===== config.mk =====
export PLATFORM = sky130hd
export DESIGN_NAME = exec_unit
export DESIGN_NICKNAME = d
export VERILOG_FILES = /design/src/rtl/exec_unit.sv
export SDC_FILE = /design/constraint.sdc
export NUM_CORES = 1
export LEC_CHECK = 0
export ABC_AREA = 1
export BUFFER_PORTS_ARGS = -buffer_cell sky130_fd_sc_hd__buf_2
export CORE_ASPECT_RATIO = 0.75
export CORE_MARGIN = 2
export CORE_UTILIZATION = 55
export CTS_CLUSTER_SIZE = 12
export DETAILED_ROUTE_END_ITERATION = 16
export GPL_TIMING_DRIVEN = 0
export PLACE_DENSITY = 0.76
export SYNTH_ARGS = -nofsm -noshare
export SYNTH_HDL_FRONTEND = slang
export SYNTH_SLANG_ARGS = --single-unit

===== constraint.sdc =====
create_clock -name clk -period 3.7 [get_ports clk]
set_input_delay 0 -clock clk [delete_from_list [all_inputs] [get_ports clk]]
set_output_delay 0 -clock clk [all_outputs]
set_load 0.01 [all_outputs]

===== src/rtl/exec_unit.sv =====
// Execute stage: single-cycle ALU ops plus an iterative signed multiply.
// Results go out on the register-file write port one cycle after they finish.
module exec_unit #(
  parameter int DATA_WIDTH = 8,
  parameter int ADDR_WIDTH = 3
) (
  input  logic                  clk,
  input  logic                  reset,
  input  logic                  in_valid,
  output logic                  in_ready,
  input  logic [2:0]            op,
  input  logic [ADDR_WIDTH-1:0] dest,
  input  logic [DATA_WIDTH-1:0] a,
  input  logic [DATA_WIDTH-1:0] b,
  input  logic [DATA_WIDTH-1:0] imm,
  output logic                  wb_w,
  output logic [ADDR_WIDTH-1:0] wb_waddr,
  output logic [DATA_WIDTH-1:0] wb_wdata,
  output logic                  zero_flag,
  output logic                  busy
);

  localparam int CntW = $clog2(DATA_WIDTH + 1);
  localparam int ProdW = 2 * DATA_WIDTH;

  localparam logic [2:0] OpAdd  = 3'b000;
  localparam logic [2:0] OpSub  = 3'b001;
  localparam logic [2:0] OpAddi = 3'b010;
  localparam logic [2:0] OpMul  = 3'b011;
  localparam logic [2:0] OpMuli = 3'b100;
  localparam logic [2:0] OpMov  = 3'b101;

  typedef enum logic {
    IDLE = 1'b0,
    MUL  = 1'b1
  } state_t;

  state_t state, stateNext;

  logic [ProdW-1:0]      mcand;
  logic [DATA_WIDTH-1:0] mplier;
  logic [ProdW-1:0]      acc;
  logic [ProdW-1:0]      accNext;
  logic [ProdW-1:0]      term;
  logic [CntW-1:0]       counter;
  logic [ADDR_WIDTH-1:0] destLatched;
  logic [DATA_WIDTH-1:0] aluResult;
  logic                  aluWrites;
  logic                  isMulOp;
  logic                  accept;
  logic                  lastIter;

  assign in_ready = (state == IDLE);
  assign busy     = (state == MUL);
  assign accept   = in_valid && in_ready;
  assign isMulOp  = (op == OpMul) || (op == OpMuli);
  assign lastIter = (counter == CntW'(1));

  // Single-cycle ALU result and whether the opcode produces a result at all
  always_comb begin
    aluResult = '0;
    aluWrites = 1'b0;
    case (op)
      OpAdd:   begin aluResult = a + b;   aluWrites = 1'b1; end
      OpSub:   begin aluResult = a - b;   aluWrites = 1'b1; end
      OpAddi:  begin aluResult = a + imm; aluWrites = 1'b1; end
      OpMov:   begin aluResult = b;       aluWrites = 1'b1; end
      default: begin aluResult = '0;      aluWrites = 1'b0; end
    endcase
  end

  // Shift-add step; the multiplier's top bit carries negative weight, so the
  // last iteration subtracts instead of adding
  always_comb begin
    term    = mplier[0] ? mcand : '0;
    accNext = lastIter ? (acc - term) : (acc + term);
  end

  // State register
  always_ff @(posedge clk or posedge reset) begin
    if (reset) state <= IDLE;
    else       state <= stateNext;
  end

  // Next-state: enter MUL on a multiply accept, leave after the final iteration
  always_comb begin
    stateNext = state;
    case (state)
      IDLE:    if (accept && isMulOp) stateNext = MUL;
      MUL:     if (lastIter) stateNext = IDLE;
      default: stateNext = IDLE;
    endcase
  end

  // Datapath: operand latching, multiply iterations and write-back outputs
  always_ff @(posedge clk or posedge reset) begin
    if (reset) begin
      mcand       <= '0;
      mplier      <= '0;
      acc         <= '0;
      counter     <= '0;
      destLatched <= '0;
      wb_w        <= 1'b0;
      wb_waddr    <= '0;
      wb_wdata    <= '0;
      zero_flag   <= 1'b0;
    end else begin
      wb_w <= 1'b0;
      case (state)
        IDLE: begin
          if (accept) begin
            if (isMulOp) begin
              mcand       <= {{DATA_WIDTH{a[DATA_WIDTH-1]}}, a};
              mplier      <= (op == OpMul) ? b : imm;
              acc         <= '0;
              counter     <= CntW'(DATA_WIDTH);
              destLatched <= dest;
            end else if (aluWrites) begin
              zero_flag <= (aluResult == '0);
              if (dest != '0) begin
                wb_w     <= 1'b1;
                wb_waddr <= dest;
                wb_wdata <= aluResult;
              end
            end
          end
        end
        MUL: begin
          acc     <= accNext;
          mcand   <= mcand << 1;
          mplier  <= mplier >> 1;
          counter <= counter - CntW'(1);
          if (lastIter) begin
            zero_flag <= (accNext[ProdW-1:DATA_WIDTH] == '0);
            if (destLatched != '0) begin
              wb_w     <= 1'b1;
              wb_waddr <= destLatched;
              wb_wdata <= accNext[ProdW-1:DATA_WIDTH];
            end
          end
        end
        default: ;
      endcase
    end
  end

endmodule


==> summary.md <==
Number of pins exceeding their max-slew limit in the final report: 0. The number of nets in the finished design came out at 855. Based on the critical path, the design can be clocked at up to 0.288 GHz.

Global routing finished with a remaining overflow of 0. The flow ran to the end, and the final reports show no timing, DRC or antenna violations. The tightest min-delay check is of the in2reg type. The endpoint arrival time on the critical path is 3760 ps, and the portion of synthesized cell area occupied by the leading cell type is 0.317.

The run gives 3980 ps as the required time at the endpoint of the critical path. The element type at the critical path end was a flip-flop. The setup path with the least slack is of type reg2reg. Routability-driven placement finished with a final weighted congestion of 1.06.

The tools report the warning count from the yosys run as 0. In this run the most critical hold path is launched from imm[4]. The sum of buffers and inverters on the critical path works out to 2. The I/O pin total was 48; the horizontal extent of the die was 112 microns. Dividing the detail-routed via count by the number of cells gives 5.57.

The worst reg2reg path startpoint was mplier[0]$_DFFE_PP0P_. For the worst clock skew, the log shows 4.82 ps. Relative to the synthesized area, the layout overhead comes to 18.8%.

The region available for standard cell placement spans 8490 sq um. Of all nets on the critical path, the largest fanout is 10. The number of design-rule violations left by the first detailed-router iteration was 387; the cell depth of the worst hold path was 3. The global-route wire length before repair is 23.2 mm, and the number of setup buffers added after CTS is 0.

The element type at the critical path start is a flip-flop. The biggest area contributor in the post-synthesis netlist is sky130_fd_sc_hd__dfrtp_1. The largest single stage delay on the critical path is 380 ps. The area enclosed by the die boundary is 9530 sq um, and the shortest clock period the worst path allows after layout is 3480 ps. The synthesized design contains 61 register bits. The count of unique library cells instantiated by Yosys was 44; the final HPWL from detailed placement was 11.1 mm. Once detail routing completed, the nets flagged for antenna violations numbered 0.

The depth of the worst register-to-register path was 22. The combined global-route utilization of all metal layers was 0.313. TritonCTS built the clock tree. The final count of negative-setup-slack endpoints is 0, and the antenna diode instance count is 0. For the initial core utilization, the log shows 0.567. Family with the most delay on the worst path: simple AND/OR/NAND/NOR gates.

The reg-to-reg setup timing slack is 220 ps. Counting instances in the post-synthesis netlist gives the leading cell types as sky130_fd_sc_hd__nand2_1, sky130_fd_sc_hd__inv_1, sky130_fd_sc_hd__nor2_1, sky130_fd_sc_hd__dfrtp_1, sky130_fd_sc_hd__nand3_1. Among all flip-flop cells after synthesis, the most frequent one is sky130_fd_sc_hd__dfrtp_1. After technology mapping, the gate count stands at 722.

The run gives 783 as the net count of the mapped netlist. The die is 85.1 microns tall. The tightest hold path in the finished design has a slack of 26.1 ps. The headroom to the max-slew limit came out at 0.470. The logs give 4735 for the number of global-route vias before repair and 0.986 mV for the worst ir drop on vdd.

Wires add up to 14.6 mm. The initialized floorplan defines 29 standard-cell rows. The hold violation total from the final report came out at 0. The logs give 61 for the total clock sinks and 0 for the final routed DRC violation total.

In this run the power density over the cells is 1140 nW/um^2. The leakage power was 3.12 nW. Adding up every negative setup slack in the final design gives 0 ps. Port buffering added 47 buffers. The routed layout has 5048 vias. The number of H-tree levels was 3; the post-route clock period utilization was 0.940. The mean routed wirelength per cell is 16.1 microns. The tools report the sequential-to-total area share from yosys stat as 0.317. After synthesis, the cell types taking the most area are sky130_fd_sc_hd__dfrtp_1, sky130_fd_sc_hd__nand2_1, sky130_fd_sc_hd__inv_1, sky130_fd_sc_hd__ha_1, sky130_fd_sc_hd__nor2_1. The clock root buffer is sky130_fd_sc_hd__clkbuf_16.

The initial antenna violation count was 0. Cell with the largest stage delay on the worst path: sky130_fd_sc_hd__ha_2. Walking the worst path, the cells encountered are buf_6 -> nand2_1 -> ha_1 -> nand3_1 -> a21oi_2 -> nand3_1 -> nand3b_4 -> o21ai_2 -> xor2_2 -> inv_1 -> ha_2 -> nand2_1 -> nor2_1 -> and3_1 -> nand2_1 -> nand3_1 -> nand2_1 -> nor2_1 -> nand4_1 -> nand2_1 -> nand2_1 -> nand2_1. The number of search-and-repair iterations in the first detailed-routing pass is 9. The most common cell in the netlist is sky130_fd_sc_hd__nand2_1. The pin count of the biggest net entering global routing is 36. The worst register-to-register path ends at zero_flag$_DFFE_PP0P_. Setup repair after global routing could not meet its margin everywhere. The share of flip-flops with an asynchronous set or reset after synthesis was 1.00; the slew at the pin closest to its max-slew limit was 787 ps.

The clock passes through at most 2 buffers. After filler insertion, the fill cell instance count of the layout stands at 737. Yosys mapped a number of flops with a built-in enable equal to 0.

The path with the worst hold slack has its endpoint at mplier[4]$_DFFE_PP0P_. In this run, CTS created clock tree buffers numbering 9. The tool flagged a number of max-cap violations equal to 0.

The share of post-route cells with drive strength above 1 was 0.128; the post-synthesis average cell area was 6.67 sq um. The cell that appears most often on the critical path is sky130_fd_sc_hd__nand2_1. At the later pin of the worst-skew pair, clock insertion delay measures 340 ps. After clock tree synthesis, the clock-pin slew on the worst setup and hold paths is 50 ps.

The run gives 4820 sq um as the area of the mapped netlist.
## through the flow
step | cells | utilization | area [sq um] | power [mW] | worst slack, ps
5_1_grt | 906 | 0.674 | 5720 | 7.10 | -22.0
2_1_floorplan | 722 | - | 4820 | 4.30 | 833
4_1_cts | 906 | 0.670 | 5690 | 6.38 | 217
3_5_place_dp | 878 | 0.613 | 5210 | 5.31 | 258
3_3_place_gp | 877 | 0.611 | 5190 | 5.18 | 295
6_report | 906 | 0.674 | 5720 | 6.53 | 223
## cells by family (layout without fill, tap and decap cells)
| group | Yosys count | count (layout) | share of synthesized area |
|---|---|---|---|
| and+or+nand+nor | 392 | 392 | 0.348 |
| buffers and inverters | 123 | 199 | 0.105 |
| AOI/OAI and AO/OA | 101 | 101 | 0.123 |
| DFF | 61 | 61 | 0.317 |
| adders and majority gates | 28 | 28 | 0.0758 |
| xor gates and xnor gates | 17 | 17 | 0.0309 |
## worst reg2reg max path, delay by kind of cell, from the launching register on
family,cells,cell delay [ps]
compound gates,2,360
simple gates,15,1750
buf+inv,2,200
flops,1,370
xor+xnor,1,190
fa+ha+maj,2,560
## flip-flops by register name (all words and copies together), names as in the netlist, 3 cells and up
| register | count |
|---|---|
| wb_wdata | 8 |
| destLatched | 3 |
| wb_waddr | 3 |
| mplier | 8 |
| acc | 16 |
| counter | 4 |
| mcand | 16 |
## final cells by class
class / instances / area [sq um] / share of cell area
clock inverter: 4 / 95.1 / 0.0166
multi-input combinational: 538 / 2820 / 0.493
buffer: 17 / 108 / 0.0188
inverter: 106 / 398 / 0.0695
tap: 108 / 135 / 0.0236
sequential: 61 / 1530 / 0.267
clock buffer: 11 / 253 / 0.0442
timing repair buffer: 61 / 385 / 0.0673
## metal layers
| metal | global-route usage | share of wire | vias to the layer above | wire, microns |
|---|---|---|---|---|
| li1 | - | - | 2467 | - |
| met1 | 0.434 | 0.46 | 2334 | 6690 |
| met2 | 0.461 | 0.42 | 223 | 6150 |
| met3 | 0.130 | 0.11 | 24 | 1610 |
| met4 | 0.0743 | 0.010 | 0 | 147 |
| met5 | 0 | 0 | - | 0 |
## report_power, final
| group | switching (mW) | leakage (nW) | total [mW] | internal (mW) |
|---|---|---|---|---|
| sequential | 0.232 | 0.734 | 1.24 | 1.01 |
| clock | 0.312 | 0.172 | 1.00 | 0.689 |
| combinational | 2.77 | 2.21 | 4.30 | 1.53 |
| total | 3.31 | 3.12 | 6.53 | 3.22 |
## placed cells by master (no fill, tap or decap), types with 4 or more instances in the layout
cell,Yosys,routed
sky130_fd_sc_hd__dfrtp_1,61,61
sky130_fd_sc_hd__a21oi_1,35,33
sky130_fd_sc_hd__buf_2,4,51
sky130_fd_sc_hd__a31oi_1,7,7
sky130_fd_sc_hd__o21ai_0,26,26
sky130_fd_sc_hd__a221oi_1,5,5
sky130_fd_sc_hd__nand2_2,7,7
sky130_fd_sc_hd__nor3_1,6,6
sky130_fd_sc_hd__nand4_1,8,8
sky130_fd_sc_hd__nand3_2,4,4
sky130_fd_sc_hd__nand3b_1,4,4
sky130_fd_sc_hd__o21ai_1,4,4
sky130_fd_sc_hd__ha_1,26,24
sky130_fd_sc_hd__o22ai_1,11,11
sky130_fd_sc_hd__nor2_1,80,80
sky130_fd_sc_hd__xor2_1,13,12
sky130_fd_sc_hd__inv_1,104,103
sky130_fd_sc_hd__nand2_1,226,226
sky130_fd_sc_hd__clkbuf_16,0,9
sky130_fd_sc_hd__dlygate4sd3_1,0,13
sky130_fd_sc_hd__clkbuf_1,7,7
sky130_fd_sc_hd__nand3_1,47,47
## worst max-delay path by stage
stage | from | slack [ps] | depth (start not counted) | endpoint
2_1_floorplan | mplier[0]$_DFFE_PP0P_ | 830 | 22 | wb_wdata[7]$_DFFE_PP0P_
3_3_place_gp | mplier[0]$_DFFE_PP0P_ | 290 | 22 | wb_wdata[7]$_DFFE_PP0P_
3_5_place_dp | mplier[0]$_DFFE_PP0P_ | 260 | 22 | wb_wdata[7]$_DFFE_PP0P_
4_1_cts | mplier[0]$_DFFE_PP0P_ | 220 | 22 | wb_wdata[7]$_DFFE_PP0P_
5_1_grt | mplier[0]$_DFFE_PP0P_ | -20 | 23 | zero_flag$_DFFE_PP0P_
6_report | mplier[0]$_DFFE_PP0P_ | 220 | 22 | zero_flag$_DFFE_PP0P_
## what timing repair did
| item | CTS | global route |
|---|---|---|
| setup endpoints to repair | 0 | 2 |
| resized for setup | 0 | 6 |
| hold buffers | 13 | 0 |
| endpoints found under the hold margin | 40 | 0 |
No activity file was read; power rests on OpenSTA's default activity.
